--- config.mk ---
export PLATFORM = sky130hd
export DESIGN_NAME = bitfusion_top_flat
export DESIGN_NICKNAME = d
export VERILOG_FILES = /design/src/rtl/bitfusion_top_if.sv /design/src/rtl/bitfusion_top.sv /design/src/flat_wrapper.sv
export SDC_FILE = /design/constraint.sdc
export NUM_CORES = 1
export LEC_CHECK = 0
export CELL_PAD_IN_SITES_DETAIL_PLACEMENT = 1
export CELL_PAD_IN_SITES_GLOBAL_PLACEMENT = 1
export CORE_AREA = 2 2 55 57
export CTS_BUF_LIST = sky130_fd_sc_hd__clkbuf_4
export DETAILED_ROUTE_END_ITERATION = 16
export DIE_AREA = 0 0 57 59
export GPL_ROUTABILITY_DRIVEN = 0
export PLACE_DENSITY_LB_ADDON = 0.3
export SLEW_MARGIN = 20
export SYNTH_ARGS = -nofsm -noshare
export SYNTH_HDL_FRONTEND = slang
export SYNTH_SLANG_ARGS = --single-unit
--- constraint.sdc ---
create_clock -name CLK_125MHZ_FPGA -period 4.4 [get_ports CLK_125MHZ_FPGA]
set_input_delay 0.44 -clock CLK_125MHZ_FPGA [delete_from_list [all_inputs] [get_ports CLK_125MHZ_FPGA]]
set_output_delay 0.44 -clock CLK_125MHZ_FPGA [all_outputs]
set_load 0.02 [all_outputs]
--- src/rtl/bitfusion_top_if.sv ---
// bitfusion_top_if: operand/result bundle for the Bit Fusion 4x4 multiplier tile.
// The master drives operands and sign modes and receives the registered product.
interface bitfusion_top_if;
    logic [3:0] in;
    logic [3:0] weight;
    logic       s_in;
    logic       s_weight;
    logic [7:0] psum;

    modport master (
        output in,
        output weight,
        output s_in,
        output s_weight,
        input  psum
    );

    modport slave (
        input  in,
        input  weight,
        input  s_in,
        input  s_weight,
        output psum
    );
endinterface

--- src/rtl/bitfusion_top.sv ---
// bitfusion_top: 4-bit x 4-bit multiplier built from four 2x2 BitBricks whose
// shifted partial products are fused into one registered 8-bit result.
// Each operand is signed or unsigned under control of its own sign bit.
// Optional macro BITFUSION_INREG_EN adds an input register stage (2-cycle latency).
module bitfusion_top (
    input  logic                  CLK_125MHZ_FPGA,
    input  logic                  rst,
    bitfusion_top_if.slave        bus
);

    logic [3:0]        w_inOp;
    logic [3:0]        w_weightOp;
    logic              w_sIn;
    logic              w_sWeight;

    logic signed [2:0] w_ih;
    logic signed [2:0] w_il;
    logic signed [2:0] w_wh;
    logic signed [2:0] w_wl;

    logic signed [5:0] w_pHh;
    logic signed [5:0] w_pHl;
    logic signed [5:0] w_pLh;
    logic signed [5:0] w_pLl;

    logic [9:0]        w_termHh;
    logic [9:0]        w_termHl;
    logic [9:0]        w_termLh;
    logic [9:0]        w_termLl;
    logic [9:0]        w_sum;
    logic [1:0]        w_unusedSumTop;

    logic [7:0]        r_psum;

    // One BitBrick: 3x3 signed multiply, both operands widened to the 6-bit result first
    function automatic logic signed [5:0] brickMul(input logic signed [2:0] a,
                                                   input logic signed [2:0] b);
        logic signed [5:0] ea;
        logic signed [5:0] eb;
        ea = {{3{a[2]}}, a};
        eb = {{3{b[2]}}, b};
        return ea * eb;
    endfunction

`ifdef BITFUSION_INREG_EN
    logic [3:0] r_in;
    logic [3:0] r_weight;
    logic       r_sIn;
    logic       r_sWeight;

    // Capture operands and sign modes together so a mode change stays aligned with its data
    always_ff @(posedge CLK_125MHZ_FPGA) begin
        if (rst) begin
            r_in      <= 4'h0;
            r_weight  <= 4'h0;
            r_sIn     <= 1'b0;
            r_sWeight <= 1'b0;
        end else begin
            r_in      <= bus.in;
            r_weight  <= bus.weight;
            r_sIn     <= bus.s_in;
            r_sWeight <= bus.s_weight;
        end
    end

    assign w_inOp     = r_in;
    assign w_weightOp = r_weight;
    assign w_sIn      = r_sIn;
    assign w_sWeight  = r_sWeight;
`else
    assign w_inOp     = bus.in;
    assign w_weightOp = bus.weight;
    assign w_sIn      = bus.s_in;
    assign w_sWeight  = bus.s_weight;
`endif

    // High halves carry the operand sign only in signed mode; low halves are always magnitudes
    assign w_ih = {w_sIn & w_inOp[3], w_inOp[3:2]};
    assign w_il = {1'b0, w_inOp[1:0]};
    assign w_wh = {w_sWeight & w_weightOp[3], w_weightOp[3:2]};
    assign w_wl = {1'b0, w_weightOp[1:0]};

    assign w_pHh = brickMul(w_ih, w_wh);
    assign w_pHl = brickMul(w_ih, w_wl);
    assign w_pLh = brickMul(w_il, w_wh);
    assign w_pLl = brickMul(w_il, w_wl);

    // Fusion: sign-extend each brick product to 10 bits at its binary weight and add
    assign w_termHh = {w_pHh, 4'b0000};
    assign w_termHl = {{2{w_pHl[5]}}, w_pHl, 2'b00};
    assign w_termLh = {{2{w_pLh[5]}}, w_pLh, 2'b00};
    assign w_termLl = {{4{w_pLl[5]}}, w_pLl};
    assign w_sum    = w_termHh + w_termHl + w_termLh + w_termLl;

    // Only the low byte is the product; the two guard bits are intentionally dropped
    assign w_unusedSumTop = w_sum[9:8];

    // Output register: reset wins over new data
    always_ff @(posedge CLK_125MHZ_FPGA) begin
        if (rst) begin
            r_psum <= 8'h00;
        end else begin
            r_psum <= w_sum[7:0];
        end
    end

    assign bus.psum = r_psum;

endmodule

--- src/flat_wrapper.sv ---
// flat-port wrapper written by rule: the top's interface ports become plain ports
module bitfusion_top_flat 
  (CLK_125MHZ_FPGA, rst, bus_in, bus_weight, bus_s_in, bus_s_weight, bus_psum);
  bitfusion_top_if bus_i ();
  input  logic CLK_125MHZ_FPGA;
  input  logic rst;
  input wire logic [$bits(bus_i.in)-1:0] bus_in;
  input wire logic [$bits(bus_i.weight)-1:0] bus_weight;
  input wire logic [$bits(bus_i.s_in)-1:0] bus_s_in;
  input wire logic [$bits(bus_i.s_weight)-1:0] bus_s_weight;
  output wire logic [$bits(bus_i.psum)-1:0] bus_psum;
  assign bus_i.in = bus_in;
  assign bus_i.weight = bus_weight;
  assign bus_i.s_in = bus_s_in;
  assign bus_i.s_weight = bus_s_weight;
  assign bus_psum = bus_i.psum;
  bitfusion_top u_core (.CLK_125MHZ_FPGA(CLK_125MHZ_FPGA), .rst(rst), .bus(bus_i));
endmodule
==> results of run 1 <==
-- critical path, cell delays in order --
cell and delay (ns):
clkdlybuf4s50_1 0.60, nand3_1 0.14, inv_1 0.11, ha_1 0.24
ha_1 0.24, fa_1 0.49, inv_1 0.06, fa_1 0.53
inv_1 0.05, ha_1 0.32, nor2b_1 0.16, o21ai_1 0.11
nand2b_1 0.12, nor4b_1 0.16, or4_1 0.52
-- final cells by class --
| cell class | count | area (um2) |
|---|---|---|
| multi-input combinational | 84 | 788.3 |
| timing repair buffer | 21 | 205.2 |
| fill | 328 | 1405 |
| sequential | 8 | 160.2 |
| inverter | 24 | 90.09 |
| tap | 31 | 38.79 |
| clock buffer | 3 | 22.52 |
-- layer usage --
layer | wire length, um | track usage, % | up-vias
met5 | 0 | 0 | -
met3 | 86 | 2.402 | 3
li1 | - | - | 417
met1 | 921 | 16.12 | 434
met2 | 1354 | 33.83 | 17
met4 | 16 | 5.316 | 0
-- layout by cell type, fill, tap and decap left out --
cell type,synthesis,routed
o21ai_1,1,1
xnor2_1,4,4
ha_1,17,17
nand2b_1,2,2
xor2_1,2,2
and3_1,2,2
nand2_1,5,5
nor2_1,7,7
fa_1,11,11
nand3_1,1,1
a32oi_1,1,1
nor4b_1,3,3
a21o_1,1,1
nor2b_1,5,5
and4b_1,1,1
nor3_1,1,1
buf_4,0,2
clkbuf_4,0,3
or4_1,1,1
clkdlybuf4s50_1,0,19
dfxtp_1,8,8
a211oi_1,1,1
inv_1,24,24
mux2i_1,2,2
and2_1,14,14
a21oi_1,1,1
a31oi_1,1,1
-- cell families after synthesis --
family | share of synthesized area (%)
AND/OR/NAND/NOR | 23.29
adder cells (fa/ha/maj) | 41.54
buffers and inverters | 9.004
flip-flops | 15.37
AO/OA/AOI/OAI | 3.842
XOR/XNOR | 5.042
multiplexers | 1.921
-- per-stage QoR --
stage	setup TNS, ns	instances	setup WS (ns)	hold slack, ns	area, um2
after floorplan	0	117	0.7374	0.5538	1042
after global placement	0	168	0.1753	1.106	1282
after detailed placement	-0.04451	168	-0.04451	1.127	1282
after CTS	0	171	0.2207	0.8584	1305
after global routing	0	171	0.008961	0.8811	1305
final	0	171	0.2565	0.8392	1305
-- worst paths after layout --
kind,endpoint,slack [ns],cells after the start
worst max-delay path,u_core.bus.psum[7]$_SDFF_PP0_,0.26,15
worst min-delay path,u_core.bus.psum[0]$_SDFF_PP0_,0.84,3
-- where the power goes --
part	switching, W	internal (W)
Clock	0.0000250	0.0000312
Sequential	0.00000385	0.0000884
Combinational	0.0000995	0.0000922
==> impl_metrics.py, run 1 <==
metrics = {
    "timing": {
        "tightestPinTransition_ns": 0.4516,
        "max_freq_mhz": 241.3,
        "hold_violations": 0,
        "max_slew_margin_pct": 69.75,
        "setup_viol": 0,
        "min_period_over_period_pct": 94.17,
        "min_period_ns": 4.143,
        "grt_setup_unrepaired": "false",
        "slew_viol_final": 0,
    },
    "power_and_ir_drop": {
        "p_leak_nw": 0.6595,
        "p_per_area_nw_per_um2": 260.7,
        "ir_worst_vdd_mv": 0.1894,
        "total_power_w": 0.0003402,
    },
    "detailed_routing": {
        "vias": 871,
        "wl_per_cell_um": 13.91,
        "firstDrtPassIters": 4,
        "vias_per_cell": 5.094,
        "drt_first_iter_violations": 6,
        "ant_nets": 0,
        "drcViolationCount": 0,
        "wl_um": 2378,
    },
    "hold_path": {
        "min_from": "bus_weight[0]",
        "worstHoldPathType": "primary input to flop",
    },
    "clock_network": {
        "clk_pin_slew_worst_paths_ns": 0.06,
        "cts_hold_buf": 0,
        "h-tree-depth": 1,
        "cts_buffers": 3,
        "cts_setup_buffers": 0,
        "root_buffer": "clkbuf_4",
        "cts_resized": 0,
        "cts_tree": "yes",
        "clock-sinks": 8,
        "clockBufferDepth": 2,
    },
    "job": {
        "max_cap_violations": 0,
    },
    "critical_path": {
        "crit_arrival_ns": 4.28,
        "worstSetupStartpointType": "primary input",
        "end_kind": "flop",
        "criticalPathCategory": "primary input to flop",
        "path_max_fanout": 9,
        "critPathLaunch": "bus_in[3]",
        "worstPathRequired_ns": 4.54,
    },
    "global_route": {
        "antenna_found_initial": 0,
        "overflow": 0,
        "grt_pass1_vias": 982,
        "grt_max_degree": 12,
        "grtUsageTotal_pct": 16.23,
        "grt_pass1_wl_um": 4105,
    },
    "synth": {
        "synth_nets": 157,
        "synth.most_common_cell": "inv_1",
        "synth_area_um2": 1042,
        "ys_seq_area_share_pct": 15.37,
        "synth_area_leaders": "fa_1, ha_1, dfxtp_1, inv_1, and2_1",
        "ys_types": 25,
        "synthArstFlopShare_pct": 0,
        "ys_warn_count": 0,
        "synthFlopType": "dfxtp_1",
        "syn_inst": 117,
        "synth_area_leader_cell": "fa_1",
        "syn_avg_cell_area_um2": 8.908,
        "ys_top_cells_by_count": "inv_1, ha_1, and2_1",
        "ys_ff_latch": 8,
        "netlist.area_leader.share_pct": 21.13,
        "synth_edf_count": 0,
    },
    "placement": {
        "portBuffers": 19,
        "place_hpwl_um": 2143,
    },
    "die": {
        "start_util_pct": 38.46,
        "die_h_um": 59,
        "dieArea_um2": 3363,
        "core_area_um2": 2710,
        "rows": 19,
        "ios": 20,
        "fp.dieW_um": 57,
    },
    "finish": {
        "drive_above_1_share_pct": 3.571,
        "area_growth_pct": 25.21,
        "layout.nets": 182,
        "largest_reg_flops": 8,
        "n_antenna_cell": 0,
        "utilization_pct": 48.15,
    },
    "status": {
        "status": "finished, final reports clean",
    },
}
Note: power is estimated with default switching activity, not from simulation.
==> inputs of run 2 (changes only) <==
--- a/constraint.sdc
+++ b/constraint.sdc
@@ -3,2 +3,2 @@
 set_output_delay 0.44 -clock CLK_125MHZ_FPGA [all_outputs]
-set_load 0.02 [all_outputs]
+set_load 0.005 [all_outputs]
==> results of run 2 <==
Same layout as run 1 (identical final DEF). Status: finished, final reports clean.
Among the figures that moved: total power 0.0003402 W -> 0.0003220 W; worst IR drop on VDD 0.1894 mV -> 0.1710 mV
